File: config.mk
export PLATFORM = sky130hd
export DESIGN_NAME = std_shift_serializer
export DESIGN_NICKNAME = d
export VERILOG_FILES = /design/src/rtl/std_shift_serializer_pkg.sv /design/src/rtl/std_register.sv /design/src/rtl/std_shift_serializer.sv
export SDC_FILE = /design/constraint.sdc
export NUM_CORES = 1
export LEC_CHECK = 0
export ABC_CLOCK_PERIOD_IN_PS = 3400
export CAP_MARGIN = 20
export CORE_ASPECT_RATIO = 2
export CORE_UTILIZATION = 50
export CTS_BUF_LIST = sky130_fd_sc_hd__clkbuf_4
export DETAILED_ROUTE_END_ITERATION = 10
export PLACE_DENSITY = 0.81
export SYNTH_ARGS = -nofsm -noshare
export SYNTH_HDL_FRONTEND = slang
export SYNTH_SLANG_ARGS = --single-unit
File: constraint.sdc
create_clock -name clk -period 3.4 [get_ports clk]
set_clock_uncertainty 0.1 [all_clocks]
set_input_delay 0.68 -clock clk [delete_from_list [all_inputs] [get_ports clk]]
set_output_delay 0.68 -clock clk [all_outputs]
set_load 0.05 [all_outputs]
File: src/rtl/std_shift_serializer_pkg.sv
// Shared types and helpers for the std_shift_serializer block.
// Optional parity output is controlled by STD_SHIFT_SERIALIZER_PARITY_EN (see top).
package std_shift_serializer_pkg;

  typedef logic [7:0] std_clock_info_t;

  typedef enum logic {
    STD_SER_IDLE,
    STD_SER_SHIFT
  } std_shift_serializer_state_t;

  // A zero or oversized request means "emit the whole word".
  function automatic int std_ser_eff_count(input int count, input int n);
    return (count == 0 || count >= n) ? n : count;
  endfunction

endpackage

File: src/rtl/std_register.sv
// Plain D register with asynchronous active-low reset to zero.
module std_register
  import std_shift_serializer_pkg::*;
#(
  parameter std_clock_info_t CLOCK_INFO = 'b0,
  parameter int              WIDTH      = 1
) (
  input  logic             clk,
  input  logic             rst,
  input  logic [WIDTH-1:0] d,
  output logic [WIDTH-1:0] q
);

  if (WIDTH < 1 || $bits(CLOCK_INFO) < 1) begin : g_bad_cfg
    $error("std_register: invalid configuration");
  end

  always_ff @(posedge clk or negedge rst) begin
    if (!rst) q <= '0;
    else      q <= d;
  end

endmodule

File: src/rtl/std_shift_serializer.sv
// Parallel-in / serial-out symbol shifter with valid/ready on both sides.
// Define STD_SHIFT_SERIALIZER_PARITY_EN to add the out_parity output.
module std_shift_serializer
  import std_shift_serializer_pkg::*;
#(
  parameter std_clock_info_t CLOCK_INFO   = 'b0,
  parameter int              DATA_WIDTH   = 32,
  parameter int              SYMBOL_WIDTH = 8,
  parameter bit              MSB_FIRST    = 1'b1,
  localparam int             N_SYMBOLS    = DATA_WIDTH / SYMBOL_WIDTH,
  localparam int             CNT_W        = $clog2(N_SYMBOLS + 1)
) (
  input  logic                    clk,
  input  logic                    rst,
  input  logic                    clear,
  input  logic                    in_valid,
  output logic                    in_ready,
  input  logic [DATA_WIDTH-1:0]   in_data,
  input  logic [CNT_W-1:0]        in_count,
  output logic                    out_valid,
  input  logic                    out_ready,
  output logic [SYMBOL_WIDTH-1:0] out_data,
  output logic                    out_last,
  output logic                    busy
`ifdef STD_SHIFT_SERIALIZER_PARITY_EN
  ,
  output logic                    out_parity
`endif
);

  if (SYMBOL_WIDTH < 1 || (DATA_WIDTH % SYMBOL_WIDTH) != 0) begin : g_bad_width
    $error("std_shift_serializer: SYMBOL_WIDTH must divide DATA_WIDTH");
  end

  std_shift_serializer_state_t state, state_next;
  logic                  state_bits;
  logic [DATA_WIDTH-1:0] shreg, shreg_next;
  logic [CNT_W-1:0]      remaining, remaining_next;
  logic                  accept, beat;

  std_register #(.CLOCK_INFO(CLOCK_INFO), .WIDTH(1)) u_state_reg (
    .clk (clk),
    .rst (rst),
    .d   (state_next),
    .q   (state_bits)
  );

  std_register #(.CLOCK_INFO(CLOCK_INFO), .WIDTH(DATA_WIDTH)) u_data_reg (
    .clk (clk),
    .rst (rst),
    .d   (shreg_next),
    .q   (shreg)
  );

  std_register #(.CLOCK_INFO(CLOCK_INFO), .WIDTH(CNT_W)) u_count_reg (
    .clk (clk),
    .rst (rst),
    .d   (remaining_next),
    .q   (remaining)
  );

  assign state     = std_shift_serializer_state_t'(state_bits);
  assign busy      = (state == STD_SER_SHIFT);
  assign out_valid = busy;
  assign out_last  = busy && (remaining == CNT_W'(1));
  assign out_data  = MSB_FIRST ? shreg[DATA_WIDTH-1 -: SYMBOL_WIDTH]
                               : shreg[SYMBOL_WIDTH-1:0];

  // rst gating keeps in_ready low while the engine is held in reset.
  assign in_ready = rst && !clear && ((state == STD_SER_IDLE) || (out_ready && out_last));
  assign accept   = in_valid && in_ready;
  assign beat     = out_valid && out_ready;

`ifdef STD_SHIFT_SERIALIZER_PARITY_EN
  assign out_parity = busy & (^out_data);
`endif

  always_comb begin
    state_next     = state;
    shreg_next     = shreg;
    remaining_next = remaining;
    if (clear) begin
      state_next     = STD_SER_IDLE;
      shreg_next     = '0;
      remaining_next = '0;
    end else begin
      if (beat) begin
        shreg_next = MSB_FIRST ? (shreg << SYMBOL_WIDTH) : (shreg >> SYMBOL_WIDTH);
        if (remaining != '0) remaining_next = remaining - CNT_W'(1);
        // Leftover bits of a truncated word are discarded on the final beat.
        if (out_last) begin
          state_next = STD_SER_IDLE;
          shreg_next = '0;
        end
      end
      if (accept) begin
        state_next     = STD_SER_SHIFT;
        shreg_next     = in_data;
        remaining_next = CNT_W'(std_ser_eff_count(int'(in_count), N_SYMBOLS));
      end
    end
  end

endmodule

==> results of run 1 <==
[per-layer routing]
metal / routed length, µm / up-vias
li1: - / 655
met1: 1657 / 741
met2: 2267 / 62
met3: 272 / 7
met4: 80 / 0
met5: 0 / -
[logic make-up (layout without fill, tap and decap cells)]
group	after synthesis	count (layout)	share of synthesized area (%)
simple gates	34	34	15.54
flops	36	36	49.28
compound gates	43	43	21.90
buf+inv	28	68	9.582
xor+xnor	1	1	0.4792
mux	2	2	1.164
fa+ha+maj	3	3	2.054
[final cells by class]
class,count,area [µm²],share of cell area (%)
multi-input combinational,83,752.0,31.88
timing repair buffer,56,550.5,23.34
inverter,4,15.01,0.6366
clock buffer,6,45.04,1.910
sequential,36,900.9,38.20
clock inverter,2,35.03,1.485
tap,48,60.06,2.546
[registers in the layout, indices dropped and copies added, names as in the netlist]
register	count
u_state_reg.q	1
u_data_reg.q	32
u_count_reg.q	3
[how the worst max path moves through the flow]
stage               end  slack (ns)  depth (start not counted)             start
2_1_floorplan  out_last        1.11                          6  u_count_reg.q[1]
3_3_place_gp   in_ready        0.75                          5         out_ready
3_5_place_dp   in_ready        0.71                          5         out_ready
4_1_cts        in_ready        0.69                          5         out_ready
5_1_grt        in_ready        0.61                          5         out_ready
6_report       in_ready        0.69                          5         out_ready
[power by group]
part           leakage, nW  internal (mW)  total (mW)  switching, mW
registers            0.490          0.451       0.466         0.0151
logic                0.467         0.0932       0.194          0.100
clock network       0.0456          0.162       0.306          0.143
[cell usage after synthesis]
master	instances
nor4b_1	24
mux2i_1	1
buf_6	3
dfrtp_1	36
a211o_2	1
a22o_1	8
a211oi_4	1
nand3b_1	1
buf_2	8
and3b_1	1
buf_4	10
o21bai_1	1
and4b_1	1
inv_1	4
xnor2_1	1
nand2_1	3
a21oi_1	4
a221o_1	24
o21a_1	1
and2_1	1
ha_1	3
nor2_1	1
nor2b_1	1
nand3b_4	1
a21o_1	1
mux2_2	1
clkbuf_1	3
a221oi_1	2
[per-stage QoR]
stage / area (µm²) / util (%) / setup WS (ns) / cells / hold WS [ns]
after CTS: 2359 / 68.30 / 0.6923 / 235 / 0.3372
after global placement: 2278 / 65.98 / 0.7478 / 227 / 0.3772
after floorplan: 1828 / - / 1.114 / 147 / 0.2844
after detailed placement: 2278 / 65.98 / 0.7086 / 227 / 0.3843
after global routing: 2359 / 68.30 / 0.6115 / 235 / 0.3553
final: 2359 / 68.30 / 0.6902 / 235 / 0.3218
[worst max-delay path: cells and delay by family]
kind          cells  cell delay, ns
buf+inv           2            0.74
simple gates      3            0.51
==> impl_metrics.json, run 1 <==
{
  "status": "finished, final reports clean",
  "area_delta_synth_final_pct": 29.02,
  "crit_type": "in2out",
  "r2r_start": "u_count_reg.q[0]",
  "synthTopCellsByArea": "dfrtp_1 (49%), a221o_1 (13%), nor4b_1 (11%), buf_4 (4.1%), a22o_1 (3.8%)",
  "cp_cell_sequence": "clkdlybuf4s50_1 -> nand3b_4 -> nand2_1 -> and3b_1 -> buf_12",
  "vias": 1465,
  "clockBufferDepth": 2,
  "yosysWarnings": 0,
  "grt.total_usage_pct": 23.32,
  "grt.overflow.total": 0,
  "finalMaxSlewViolations": 0,
  "ys_seq_elements": 36,
  "ir_drop_mv": 0.3886,
  "dp_hpwl_um": 2819,
  "drive_above_1_share_pct": 10.70,
  "grt_pass1_wl_um": 6720,
  "tightest_slew_ns": 0.8179,
  "required_ns": 2.62,
  "cts_hold_buf": 0,
  "crit_arrival_ns": 1.93,
  "mostFrequentLayoutCell": "clkdlybuf4s50_1",
  "p_leak_nw": 1.002,
  "cts_made_buffers": 5,
  "design.core.area_um2": 3453,
  "layout.nets": 229,
  "place.gp.congestion": 0.7628,
  "slowest_stage": "clkdlybuf4s50_1",
  "use_met1_pct": 27.79,
  "grt.busiest_layer": "met2",
  "ctsResizeCount": 0,
  "met3_usage_pct": 5.187,
  "pin_count": 52,
  "relSlewSlack_pct": 45.34,
  "cts_max_level": 2,
  "fp.dieH_um": 87.51,
  "finalHoldViolCount": 0,
  "maxCapViolations": 0,
  "drc": 0,
  "antennaDiodeCount": 0,
  "yosys.area.top_type_share_pct": 49.28,
  "synth_fp_nets": 190,
  "clock_latency_ns": 0.34,
  "drt_iter0_drc": 65,
  "critPathCaptureType": "primary output",
  "syn_area_um2": 1828,
  "routed_wirelength_um": 4277,
  "hold_path.class": "in2async",
  "cts_tree": "done",
  "wl_per_cell_um": 18.20,
  "powerDensity_nw_per_um2": 409.2,
  "p_total_mw": 0.9650,
  "synth_cells": 147,
  "fillerInstances": 277,
  "finalCritPeriodShare_pct": 79.70,
  "die_area_um2": 3917,
  "rr_endpoint": "u_count_reg.q[1]",
  "port_buffers": 51,
  "antenna_found_initial": 0,
  "start_util_pct": 52.93,
  "fp.dieW_um": 44.76,
  "postCtsSetupBuffers": 0,
  "rsz0062_at_grt": "no",
  "vias_per_cell": 6.234,
  "layout_common_cells": "clkdlybuf4s50_1 (48), dfrtp_1 (36), nor4b_1 (24), a221o_1 (24), a22o_1 (8)",
  "cp_max_fo": 5,
  "max_stage_delay_ns": 0.59,
  "r2r_slack_ns": 1.39,
  "clockRootBuffer": "clkbuf_4",
  "clk_pin_slew_ns": 0.11,
  "period_needed_ns": 2.710,
  "first_pass_iters": 4,
  "synth_area_leader_cell": "dfrtp_1",
  "num_rows": 30,
  "reg2reg_depth": 6,
  "start_kind": "primary input",
  "synthDistinctLibCells": 28,
  "fin_tns_setup_ns": 0,
  "setup_viol": 0,
  "timing.fmax_mhz": 369.0,
  "grt_pass1_vias": 1488,
  "seq_area_frac_synth_pct": 49.28,
  "cts.sinks": 36,
  "use_met2_pct": 39.30,
  "avgSynthCellArea_um2": 12.44,
  "antenna_left": 0,
  "grt_max_degree": 37
}
Power figures use the tool's default switching activity.
==> run 2: changes to the inputs <==
ABC_CLOCK_PERIOD_IN_PS = 2400   (was 3400)
CORE_UTILIZATION = 44   (was 50)
PLACE_DENSITY = 0.76   (was 0.81)
clock period = 2.4 ns   (was 3.4 ns; I/O delays follow)
==> run 2 against run 1 <==
Power is 43% higher. Highest routed layer unchanged. Clock power increased by 43%. Hold slack better by 0.081 ns. Sequential power is 42% higher.
==> impl_metrics.json, run 2 (synthesis results as in run 1) <==
{
  "crit_arrival_ns": 1.72,
  "rr_endpoint": "u_count_reg.q[1]",
  "start_kind": "primary input",
  "clk_pin_slew_ns": 0.11,
  "finalMaxSlewViolations": 0,
  "hold_path.class": "in2async",
  "reg2reg_depth": 6,
  "antenna_found_initial": 0,
  "clockBufferDepth": 2,
  "cts_made_buffers": 5,
  "ir_drop_mv": 0.4580,
  "finalCritPeriodShare_pct": 95.80,
  "status": "finished, final reports clean",
  "cts_max_level": 2,
  "timing.fmax_mhz": 434.9,
  "layout_common_cells": "clkdlybuf4s50_1 (46), dfrtp_1 (36), nor4b_1 (24), a221o_1 (24), a22o_1 (8)",
  "routed_wirelength_um": 4396,
  "design.core.area_um2": 3924,
  "critPathCaptureType": "primary output",
  "antenna_left": 0,
  "crit_type": "in2out",
  "fin_tns_setup_ns": 0,
  "place.gp.congestion": 0.8050,
  "vias": 1461,
  "fillerInstances": 351,
  "required_ns": 1.82,
  "start_util_pct": 46.59,
  "tightest_slew_ns": 0.5045,
  "dp_hpwl_um": 3014,
  "drc": 0,
  "layout.nets": 231,
  "fp.dieW_um": 47.58,
  "mostFrequentLayoutCell": "clkdlybuf4s50_1",
  "period_needed_ns": 2.299,
  "cts_tree": "done",
  "antennaDiodeCount": 0,
  "clock_latency_ns": 0.33,
  "port_buffers": 51,
  "relSlewSlack_pct": 66.31,
  "pin_count": 52,
  "cts.sinks": 36,
  "wl_per_cell_um": 18.32,
  "critical_path.startpoint": "out_ready",
  "reg_top3": "u_data_reg.q: 32 flops, u_count_reg.q: 3 flops, u_state_reg.q: 1 flops",
  "drt_iter0_drc": 45,
  "multi_input_area_um2": 754.5,
  "grt.overflow.total": 0,
  "cp_max_fo": 5,
  "r2r_slack_ns": 0.52,
  "postPlaceCellArea_um2": 2330,
  "drive_above_1_share_pct": 11.64,
  "r2r_start": "u_count_reg.q[0]",
  "finalHoldViolCount": 0,
  "vias_per_cell": 6.088,
  "seqCellArea_um2": 900.9,
  "maxCapViolations": 0,
  "crit_end": "in_ready",
  "top_register": "u_data_reg.q",
  "largest_reg_flops": 32,
  "p_leak_nw": 1.052,
  "powerDensity_nw_per_um2": 569.6,
  "design_area_um2": 2425,
  "clockRootBuffer": "clkbuf_4",
  "setup_viol": 0,
  "die_area_um2": 4432,
  "grt.total_usage_pct": 22.21,
  "grt_pass1_vias": 1478,
  "area_delta_synth_final_pct": 32.65,
  "rsz0062_at_grt": "no",
  "grt_pass1_wl_um": 7079,
  "num_rows": 32,
  "first_pass_iters": 4,
  "grt_max_degree": 35,
  "fp.dieH_um": 93.16
}
-- run 2: changes by cell type in the layout (fill, tap and decap cells not counted) --
cell	change
buf_4	-2
buf_12	+3
nor2b_1	-1
clkdlybuf4s50_1	-2
dlygate4sd3_1	+1
dlymetal6s2s_1	+2
nor2b_2	+1
-- run 2: worst max-delay path: stages --
cell,delay (ns)
clkdlybuf4s50_1,0.60
nand3b_4,0.13
nand2_1,0.14
and3b_1,0.23
buf_12,0.15
-- run 2: worst min-delay path by stage --
| stage | endpoint | cells after the start | startpoint | slack (ns) |
|---|---|---|---|---|
| 2_1_floorplan | u_count_reg.q[0] | 0 | rst | 0.08 |
| 3_3_place_gp | u_count_reg.q[0] | 1 | rst | 0.19 |
| 3_5_place_dp | u_count_reg.q[0] | 1 | rst | 0.19 |
| 4_1_cts | u_count_reg.q[0] | 2 | rst | 0.38 |
| 5_1_grt | u_count_reg.q[2] | 2 | rst | 0.40 |
| 6_report | u_count_reg.q[0] | 2 | rst | 0.40 |
-- run 2: area by class of cell --
cell class / count / share of cell area (%)
clock buffer: 6 / 1.858
sequential: 36 / 37.15
inverter: 4 / 0.6192
timing repair buffer: 58 / 25.18
clock inverter: 2 / 1.445
tap: 51 / 2.632
multi-input combinational: 83 / 31.11
-- run 2: what timing repair did --
action                                  in CTS  in global routing
buffers inserted                             0                  0
endpoints found under the setup margin       0                  2
endpoints found under the hold margin        2                  0
gates resized for setup                      0                  2
hold buffers                                 1                  0
-- run 2: layer usage --
metal / up-vias / global-route usage [%] / routed length, µm
li1: 663 / - / -
met1: 717 / 29.42 / 1738
met2: 77 / 34.70 / 2341
met3: 4 / 4.440 / 275
met4: 0 / 8.333 / 41
met5: - / 0 / 0
-- run 2: power by group --
part	internal, mW	leakage, nW	switching, mW
Sequential	0.639	0.490	0.0219
Combinational	0.139	0.516	0.143
Clock	0.230	0.0456	0.209
-- run 2: metrics by stage --
stage | instances | power, mW | utilization (%) | hold WS [ns] | worst slack [ns]
after CTS | 240 | 1.386 | 61.67 | 0.3787 | 0.004953
final | 240 | 1.381 | 61.80 | 0.4032 | 0.1009
after global placement | 231 | 0.9399 | 59.38 | 0.1897 | 0.1627
after detailed placement | 231 | 0.9510 | 59.38 | 0.1933 | 0.1034
after floorplan | 147 | 0.8284 | - | 0.08441 | 0.3137
after global routing | 240 | 1.438 | 61.80 | 0.4048 | 0.008083
==> run 3: changes to the inputs <==
ABC_CLOCK_PERIOD_IN_PS = 2750   (was 2400)
CORE_UTILIZATION = 38   (was 44)
PLACE_DENSITY = 0.64   (was 0.76)
clock period = 2.75 ns   (was 2.4 ns; I/O delays follow)
==> run 3 against run 2 <==
Count of clock-buffer cells in the layout unchanged. First-iteration DRC count decreased by 16%. Register-to-register slack improved by 0.35 ns. Core utilization decreased by 9.6 points. Via count decreased by 1.0%. Sequential power decreased by 13%. Largest cell class unchanged. Largest power group unchanged.
==> impl_metrics.json, run 3 (synthesis results as in run 1) <==
{
  "status": "finished, final reports clean",
  "ir_drop_mv": 0.3719,
  "cts_made_buffers": 5,
  "fillerInstances": 433,
  "grt_pass1_vias": 1511,
  "layout.nets": 231,
  "reg2reg_depth": 6,
  "fin_tns_setup_ns": 0,
  "cp_cell_sequence": "clkdlybuf4s50_1",
  "p_leak_nw": 1.014,
  "place.gp.congestion": 0.7320,
  "port_buffers": 51,
  "netSwitchingPower_mw": 0.3201,
  "fp.dieW_um": 51.05,
  "critPathCaptureType": "primary output",
  "crit_arrival_ns": 1.79,
  "start_util_pct": 39.76,
  "hold_path.class": "reg2reg",
  "antenna_left": 0,
  "vias_per_cell": 5.926,
  "clock_latency_ns": 0.34,
  "powerDensity_nw_per_um2": 498.4,
  "cp_max_fo": 11,
  "vias": 1446,
  "tightest_slew_ns": 0.5059,
  "pin_count": 52,
  "grt_max_degree": 35,
  "seqCellArea_um2": 900.9,
  "cts_tree": "done",
  "layout_common_cells": "clkdlybuf4s50_1 (48), dfrtp_1 (36), nor4b_1 (24), a221o_1 (24), a22o_1 (8)",
  "p_int_mw": 0.8760,
  "design.core.area_um2": 4598,
  "grt_pass1_wl_um": 6920,
  "reg_top3": "u_data_reg.q: 32 flops, u_count_reg.q: 3 flops, u_state_reg.q: 1 flops",
  "whs_path_depth": 1,
  "rsz0062_at_grt": "no",
  "clockRootBuffer": "clkbuf_4",
  "area_delta_synth_final_pct": 31.28,
  "r2r_slack_ns": 0.87,
  "top_register": "u_data_reg.q",
  "cts.sinks": 36,
  "multi_input_area_um2": 754.5,
  "largest_reg_flops": 32,
  "clockBufferDepth": 2,
  "crit_family": "buffers and inverters",
  "start_kind": "flip-flop",
  "die_area_um2": 5109,
  "wl_per_cell_um": 17.26,
  "setup_viol": 0,
  "critical_path.startpoint": "u_state_reg.q",
  "grt.total_usage_pct": 17.99,
  "max_stage_delay_ns": 0.88,
  "slowest_stage": "clkdlybuf4s50_1",
  "finalHoldViolCount": 0,
  "cp.depth": 1,
  "antennaDiodeCount": 0,
  "p_comb_share_pct": 20.1,
  "clk_pin_slew_ns": 0.11,
  "postCtsSetupBuffers": 0,
  "path_buf_inv": 1,
  "timing.fmax_mhz": 409.6,
  "dp_hpwl_um": 2850,
  "routed_wirelength_um": 4211,
  "required_ns": 2.10,
  "finalCritPeriodShare_pct": 88.79,
  "cts_max_level": 2,
  "relSlewSlack_pct": 66.17,
  "antenna_found_initial": 0,
  "num_rows": 35,
  "drc": 0,
  "fp.dieH_um": 100.1,
  "rr_endpoint": "u_count_reg.q[1]",
  "fin_util_pct": 52.19,
  "grt.overflow.total": 0,
  "finalMaxSlewViolations": 0,
  "crit_end": "out_valid",
  "swShare_pct": 26.76,
  "period_needed_ns": 2.442,
  "drive_above_1_share_pct": 11.64,
  "pwr-share-seq_pct": 48.1,
  "first_pass_iters": 4,
  "maxCapViolations": 0,
  "crit_type": "reg2out",
  "r2r_start": "u_count_reg.q[0]",
  "drt_iter0_drc": 38,
  "pwr-share-clk_pct": 31.8,
  "mostFrequentLayoutCell": "clkdlybuf4s50_1"
}
## run 3: cell types whose count changed in the layout (fill, tap and decap cells not counted)
| cell | before | now |
|---|---|---|
| clkdlybuf4s50_1 | 46 | 48 |
| dlymetal6s2s_1 | 2 | 0 |
| buf_4 | 4 | 6 |
| buf_12 | 4 | 2 |
## run 3: through the flow
stage,total power [mW],instance area (µm²),setup slack (ns),hold WS [ns],std cells
floorplan,0.7229,1828,0.5937,0.1544,147
global placement,0.8195,2310,0.3600,0.2654,235
detailed placement,0.8258,2310,0.3044,0.2659,235
CTS,1.209,2400,0.2956,0.4142,244
global route,1.246,2400,0.2591,0.4294,244
finish,1.196,2400,0.3084,0.4070,244
## run 3: routing by layer
layer	GRT usage, %	routed length, µm	vias to the layer above
met5	0	0	-
met3	4.242	231	9
met1	21.41	1692	714
li1	-	-	666
met4	8.761	104	0
met2	29.66	2184	57
## run 3: cell type report
| cell class | count | area share [%] |
|---|---|---|
| repair buffers | 58 | 24.19 |
| flip-flops and latches | 36 | 37.54 |
| multi-input cells | 83 | 31.44 |
| clock buffers | 6 | 1.877 |
| well taps | 55 | 2.868 |
| clock inverters | 2 | 1.460 |
| inverters | 4 | 0.6257 |
## run 3: worst min-delay path by stage
stage / start / slack, ns / to
5_1_grt: u_data_reg.q[2] / 0.43 / u_data_reg.q[2]
6_report: u_data_reg.q[0] / 0.41 / u_data_reg.q[0]
3_5_place_dp: rst / 0.27 / u_state_reg.q
2_1_floorplan: rst / 0.15 / u_count_reg.q[0]
4_1_cts: u_data_reg.q[0] / 0.41 / u_data_reg.q[0]
3_3_place_gp: rst / 0.27 / u_count_reg.q[0]
## run 3: repair_timing
item	4_1_cts	5_1_grt
endpoints found under the hold margin	2	0
hold buffers	1	0
gates resized for setup	0	0
## run 3: power groups by stage
stage | registers, mW | clock network, mW | logic, mW
2_1_floorplan | 0.582 | 0 | 0.141
3_3_place_gp | 0.585 | 0 | 0.235
3_5_place_dp | 0.586 | 0 | 0.240
4_1_cts | 0.576 | 0.390 | 0.243
5_1_grt | 0.579 | 0.409 | 0.258
6_report | 0.576 | 0.380 | 0.241
